**src/rtl/eth_tx_stream_arbiter.sv**
```systemverilog
// Purpose : packet-level round-robin arbiter sharing one Avalon-ST TX path between NUM_IN sources.
// Latency : SOP seen in cycle 0, grant in cycle 1, beat on out_valid in cycle 2; one IDLE cycle between packets.
// Backpres: owner in_ready = !out_valid | out_ready (ready latency 0); stray non-SOP beats from non-owners are drained.
module eth_tx_stream_arbiter #(
  parameter int NUM_IN  = 2,
  parameter int DATA_W  = 32,
  parameter int EMPTY_W = 2
) (
  input  logic                      clk,
  input  logic                      reset,
  input  logic [NUM_IN-1:0]         in_valid,
  output logic [NUM_IN-1:0]         in_ready,
  input  logic [NUM_IN*DATA_W-1:0]  in_data,
  input  logic [NUM_IN-1:0]         in_startofpacket,
  input  logic [NUM_IN-1:0]         in_endofpacket,
  input  logic [NUM_IN*EMPTY_W-1:0] in_empty,
  input  logic                      out_ready,
  output logic                      out_valid,
  output logic [DATA_W-1:0]         out_data,
  output logic                      out_startofpacket,
  output logic                      out_endofpacket,
  output logic [EMPTY_W-1:0]        out_empty,
  output logic [NUM_IN-1:0]         grant,
  output logic [NUM_IN-1:0]         err_orphan
);

  localparam int IDX_W = $clog2(NUM_IN);

  typedef enum logic {IDLE, LOCKED} state_t;

  state_t             state;
  logic [IDX_W-1:0]   last;

  logic [NUM_IN-1:0]  req;
  logic [NUM_IN-1:0]  pick_oh;
  logic               pick_found;

  logic               sel_valid;
  logic [DATA_W-1:0]  sel_data;
  logic               sel_sop;
  logic               sel_eop;
  logic [EMPTY_W-1:0] sel_empty;
  logic [IDX_W-1:0]   owner_idx;

  logic               load;
  logic               xfer;
  logic [NUM_IN-1:0]  orphan;

  // Round-robin pick among SOP requesters, searching from the source after the last owner.
  always_comb begin
    req        = in_valid & in_startofpacket;
    pick_found = 1'b0;
    pick_oh    = '0;
    for (int k = 1; k <= NUM_IN; k++) begin
      for (int i = 0; i < NUM_IN; i++) begin
        if (!pick_found && req[i] && (i == (int'(last) + k) % NUM_IN)) begin
          pick_found = 1'b1;
          pick_oh[i] = 1'b1;
        end
      end
    end
  end

  // One-hot select of the owner's beat; grant is all-zero outside LOCKED so nothing is selected in IDLE.
  always_comb begin
    sel_valid = 1'b0;
    sel_data  = '0;
    sel_sop   = 1'b0;
    sel_eop   = 1'b0;
    sel_empty = '0;
    owner_idx = '0;
    for (int i = 0; i < NUM_IN; i++) begin
      if (grant[i]) begin
        sel_valid = in_valid[i];
        sel_data  = in_data[i*DATA_W +: DATA_W];
        sel_sop   = in_startofpacket[i];
        sel_eop   = in_endofpacket[i];
        sel_empty = in_empty[i*EMPTY_W +: EMPTY_W];
        owner_idx = IDX_W'(i);
      end
    end
  end

  // Handshake: owner follows the output stage; non-owner non-SOP beats are swallowed, SOPs are held off.
  always_comb begin
    load     = !out_valid || out_ready;
    orphan   = in_valid & ~in_startofpacket & ~grant;
    in_ready = orphan | (grant & {NUM_IN{load}});
    xfer     = (state == LOCKED) && sel_valid && load;
  end

  // Arbitration FSM together with the registered output stage and orphan flags.
  always_ff @(posedge clk) begin
    if (reset) begin
      state             <= IDLE;
      grant             <= '0;
      last              <= IDX_W'(NUM_IN - 1);
      out_valid         <= 1'b0;
      out_data          <= '0;
      out_startofpacket <= 1'b0;
      out_endofpacket   <= 1'b0;
      out_empty         <= '0;
      err_orphan        <= '0;
    end else begin
      err_orphan <= orphan;

      if (xfer) begin
        out_valid         <= 1'b1;
        out_data          <= sel_data;
        out_startofpacket <= sel_sop;
        out_endofpacket   <= sel_eop;
        out_empty         <= sel_empty;
      end else if (out_ready) begin
        out_valid <= 1'b0;
      end

      case (state)
        IDLE: begin
          if (pick_found) begin
            state <= LOCKED;
            grant <= pick_oh;
          end
        end
        LOCKED: begin
          // Ownership ends on the EOP transfer; mid-packet SOPs from the owner pass straight through.
          if (xfer && sel_eop) begin
            state <= IDLE;
            grant <= '0;
            last  <= owner_idx;
          end
        end
      endcase
    end
  end

  // Ownership is a single source, and exists only while LOCKED.
  assert property (@(posedge clk) disable iff (reset) $onehot0(grant));
  assert property (@(posedge clk) disable iff (reset) ((state == LOCKED) == (grant != '0)));

endmodule

```
**config.mk**
```make
export PLATFORM = sky130hd
export DESIGN_NAME = eth_tx_stream_arbiter
export DESIGN_NICKNAME = d
export VERILOG_FILES = /design/src/rtl/eth_tx_stream_arbiter.sv
export SDC_FILE = /design/constraint.sdc
export NUM_CORES = 1
export LEC_CHECK = 0
export BUFFER_PORTS_ARGS = -buffer_cell sky130_fd_sc_hd__clkbuf_2
export CORE_UTILIZATION = 43
export CTS_BUF_LIST = sky130_fd_sc_hd__clkbuf_16
export DETAILED_ROUTE_END_ITERATION = 10
export PLACE_DENSITY = 0.77
export SYNTH_ARGS = -nofsm -noshare
export SYNTH_HDL_FRONTEND = slang
export SYNTH_SLANG_ARGS = --single-unit
export TNS_END_PERCENT = 30
```
**constraint.sdc**
```tcl
create_clock -name clk -period 1.68 [get_ports clk]
set_input_delay 0.168 -clock clk [delete_from_list [all_inputs] [get_ports clk]]
set_output_delay 0.168 -clock clk [all_outputs]
set_load 0.1 [all_outputs]
```
# Yosys cells after proc, flatten, opt, wreduce, memory -nomap -nowiden
# Cells that the tools add are included.
# totals
reg_bits	43
inputBits	77
output_inout_bits	43
elab_cells	71
# classes
n_addsub	2
eq_ne	4
n_mux	26
bitwise_logic	10
reduce_logical	20
# ops
op	count
32-bit logical NOT	2
32-bit 2-to-1 mux	2
1-bit 2-to-1 mux	18
1-bit logical AND	10
2-bit AND	4
2-bit 2-to-1 mux	4
2-bit == test (first input constant)	2
1-bit logical NOT	4
2-bit inverter	2
2-bit case mux with 2 select lines	1
2-bit AND reduction	2
1-bit adder (second input constant)	2
1-bit AND (first input constant)	2
2-bit by 1-bit inequality test with 1-bit output (second input constant)	1
2-bit inequality test (second input constant)	1
2-bit bitwise OR	1
1-bit case mux with 2 select lines	1
2-bit nonzero test	1
1-bit logical OR	1
1-bit inverter	1

# Longest topological paths before layout
# logic_depth
word_depth	19
ltp_mapped	7
depth_no_buf	4

# Worst setup path before layout
# Ideal clock, no wire load.
# synth_timing
path_kind	register to output
start	register grant[0]
end	output port in_ready[0]
arrival_ps	2951
required_ps	1512
path_slack_ps	-1439
path_stages_with_launch	2
path_buffers	0
path_cell_list	dfxtp_1 > o21ai_0
# synth_via
elab_chain_cells	3
# synth_rtl
item	line_no	rtl
start, declared	23	output logic [NUM_IN-1:0] grant,
start signal, assigned	121	grant <= pick_oh;
2-bit inverter	87	orphan = in_valid & ~in_startofpacket & ~grant;
2-bit AND	87	
2-bit bitwise OR *	88	in_ready = orphan | (grant & {NUM_IN{load}});
end, declared	12	output logic [NUM_IN-1:0] in_ready,
# Mark *: on every way between the ends. The rest lies on a longest branch, timed or not.

# Worst setup path in the final report
# layout_timing
start	register out_valid
end	output port in_ready[0]
# layout_via
elab_chain_cells	4
# layout_rtl
item	line_no	rtl
start, declared	18	output logic out_valid,
start signal, assigned	98	out_valid <= 1'b0;
start signal, assigned	108	out_valid <= 1'b1;
start signal, assigned	114	out_valid <= 1'b0;
1-bit logical NOT	86	load = !out_valid || out_ready;
1-bit logical OR	86	
2-bit AND	88	
2-bit bitwise OR	88	
# Every way passes these cells.

==> flow_metrics.tcl <==
set metrics [dict create \
    num_vias 1935 \
    failed_checks "design-rule violations" \
    row_count 24 \
    synth.net_count 282 \
    synthDistinctLibCells 24 \
    final.min_clock_period_ns 1.53 \
    ctsResizeCount 0 \
    final_net_count 392 \
    routedWlPerCell_microns 12.5 \
    post-cts-setup-buffer-count 0 \
    detailed_routing_iteration_count_for_the_pre_antenna_repair_pass 7 \
    powerDensity_mw_per_mm2 933 \
    layout.cell_area.non_filler_sq_mm 0.00283 \
    biggest_cell_delay_along_the_critical_path_ns 0.46 \
    sort_of_element_at_the_end_of_the_critical_path "primary output" \
    arrival_ns 1.37 \
    die_y_microns 70.6 \
    power.share.sequential_pct 41.0 \
    floorplan.initialDensity_pct 45.5 \
    status "finished, violations left" \
    timing.hold.worst_path_depth 3 \
    crit_path_max_fanout 4 \
    global_route_wire_length_before_repair_mm 8.00 \
    grt_antenna_before_repair 0 \
    globalRoute.totalOverflow 0 \
    post_dp_cell_area_sq_mm 0.00269 \
    crit_chain "nand2b_1 > nand2_1 > o21ai_2 > clkbuf_2" \
    worstMarginPinSlew_ns 0.553 \
    switching_share_pct 32.3 \
    synthCells 205 \
    worst-r2r-cell-count 5 \
    synthToLayoutAreaGrowth_pct 40.0 \
    hold_bufs_at_cts 0 \
    fp.dieW_microns 70.6 \
    grt_max_degree 47 \
    die_area_sq_mm 0.00498 \
    numPortBuffers 119 \
    final.setup_skew_ns 0.00384 \
    share_clk_of_total_power_pct 33.3 \
    setup_repair_after_global_routing_missed_its_margin "false" \
    num_io_pins 120 \
    core_area_sq_mm 0.00444 \
    cts_sinks 43 \
    vdd_drop_max_uv 645 \
    post-route-period-util_pct 91.3 \
    maxClockFrequency_ghz 0.652 \
    cp_data_required_time_ns 1.51 \
    cts_tree "done" \
    crit_family "buffers and inverters" \
    fin_setup_tns_ns 0 \
    clkTransAtPathRegs_ns 0.06 \
    power_report.internal_total_mw 1.79 \
    netSwitchingPower_uw 853 \
    hold_violations 0 \
    leakage_nw 1.18 \
    layout-drive-gt1-share_pct 54.4 \
    number_of_warnings_issued_by_yosys 0 \
    crit_cells 4 \
    htree_num_levels 2 \
    cts_buffers 5 \
    timing.hold.worst.class "in -> reg" \
    ys_seq_area_share_pct 42.6 \
    mostFrequentLayoutCell "clkbuf_2" \
    detail-route-antenna-nets 0 \
    number_of_antenna_cells_inserted 0 \
    drt_iter0_markers 56 \
    crit_buf_inv 1 \
    ys_ff_latch 43 \
    filler_cell_count 381 \
    route.final.wire_length_mm 4.61 \
    worst-setup-path-type "reg -> out" \
    drt-vias-per-instance 5.26 \
    syn_avg_cell_area_sq_um 9.86 \
    clock_root_buffer_master "clkbuf_16" \
    drcViolationCount 18 \
    setup_violations 0 \
    clkLatencyLatePin_ns 0.27 \
    clockBufferDepth 2 \
    slew_headroom_pct 63.3 \
    netlist_area_sq_mm 0.00202 \
    dpl.hpwl_mm 3.37 \
    startpoint_type "flop" \
    groute.usage.overall_pct 19.9 \
    final_slew_viol_count 0 \
    layout_common_cells "clkbuf_2 (117), dfxtp_1 (41), nor2_1 (37)" \
    gp_congestion 0.770 \
    maxcap_viol_count 0 \
    number_of_global_route_vias_before_repair 1863 \
    timing.critical_path.slowest_stage_cell "clkbuf_2" \
    comb_power_share_pct 25.7 \
]
stage by stage:
stage / instances / hold slack, ns / power (mW) / util [%] / setup slack [ns]
after floorplan: 205 / 0.346 / 1.60 / - / 0.0237
after global placement: 360 / 0.475 / 1.78 / 60.6 / 0.269
after detailed placement: 360 / 0.476 / 1.79 / 60.6 / 0.230
after CTS: 368 / 0.196 / 2.67 / 63.7 / 0.131
after global routing: 368 / 0.220 / 2.76 / 63.7 / 0.0536
final: 368 / 0.196 / 2.64 / 63.7 / 0.147
path summary, 6_finish.rpt:
check                              start                         to  slack, ns
hold reg to reg    grant[0]$_SDFFE_PP0P_   err_orphan[0]$_SDFF_PP0_       0.49
hold / removal               in_valid[1]   err_orphan[1]$_SDFF_PP0_       0.20
setup / recovery  out_valid$_SDFFE_PP0P_                in_ready[0]       0.15
setup reg to reg        state$_SDFF_PP0_  out_data[18]$_SDFFE_PP0P_       0.22
metal layers:
metal	track usage, %	up-vias	wire length, microns	share of wire [%]
met2	37.1	73	2280	50
li1	-	986	-	-
met4	4.67	0	36	0.78
met3	5.56	2	314	6.8
met5	0	-	0	0
met1	22.5	874	1970	43
cell families after synthesis:
family          after synthesis  share of synthesized area (%)
compound gates               83                           38.9
simple gates                 56                           11.9
flops                        43                           42.6
buf+inv                      23                           6.50
power groups by stage:
| stage | sequential [mW] | clock, mW | combinational [mW] |
|---|---|---|---|
| 6_report | 1.08 | 0.879 | 0.679 |
| 5_1_grt | 1.09 | 0.954 | 0.720 |
| 4_1_cts | 1.08 | 0.902 | 0.684 |
| 3_5_place_dp | 1.10 | 0 | 0.682 |
| 3_3_place_gp | 1.10 | 0 | 0.673 |
| 2_1_floorplan | 1.35 | 0 | 0.257 |
final cells by class:
class / instances / area [sq um] / area share [%]
timing repair buffer: 126 / 716 / 25.3
clock inverter: 3 / 11.3 / 0.398
tap: 52 / 65.1 / 2.30
clock buffer: 5 / 125 / 4.42
multi-input combinational: 139 / 1050 / 37.0
sequential: 43 / 866 / 30.6
registers in the layout (all words and copies together) (netlist names):
| register | count |
|---|---|
| out_endofpacket | 1 |
| out_startofpacket | 1 |
| grant | 2 |
| out_valid | 1 |
| out_data | 32 |
| out_empty | 2 |
| state | 1 |
| last | 1 |
| err_orphan | 2 |
worst register-to-register path: stages, from the launching register on:
cell	delay (ns)
dfxtp_1	0.40
and4b_1	0.26
o21a_4	0.19
buf_12	0.25
nor2_1	0.10
a211oi_2	0.19
synthesized netlist by cell type, drive strengths merged:
library cell | instances | area [sq um]
a211o | 1 | 8.76
nor4 | 1 | 6.26
clkbuf | 11 | 41.3
o21a | 2 | 15.0
a211oi | 36 | 445
nand2b | 4 | 25.0
buf | 12 | 90.1
a21oi | 4 | 20.0
a22o | 2 | 17.5
dfxtp | 43 | 861
nor3 | 3 | 15.0
nor2b | 1 | 6.26
nand2 | 6 | 22.5
a21o | 1 | 7.51
and4b | 1 | 10.0
nor2 | 37 | 139
nand3 | 1 | 5.00
o21ai | 2 | 10.0
and3 | 2 | 12.5
a22oi | 35 | 263
Note: power is estimated with default switching activity, not from simulation.
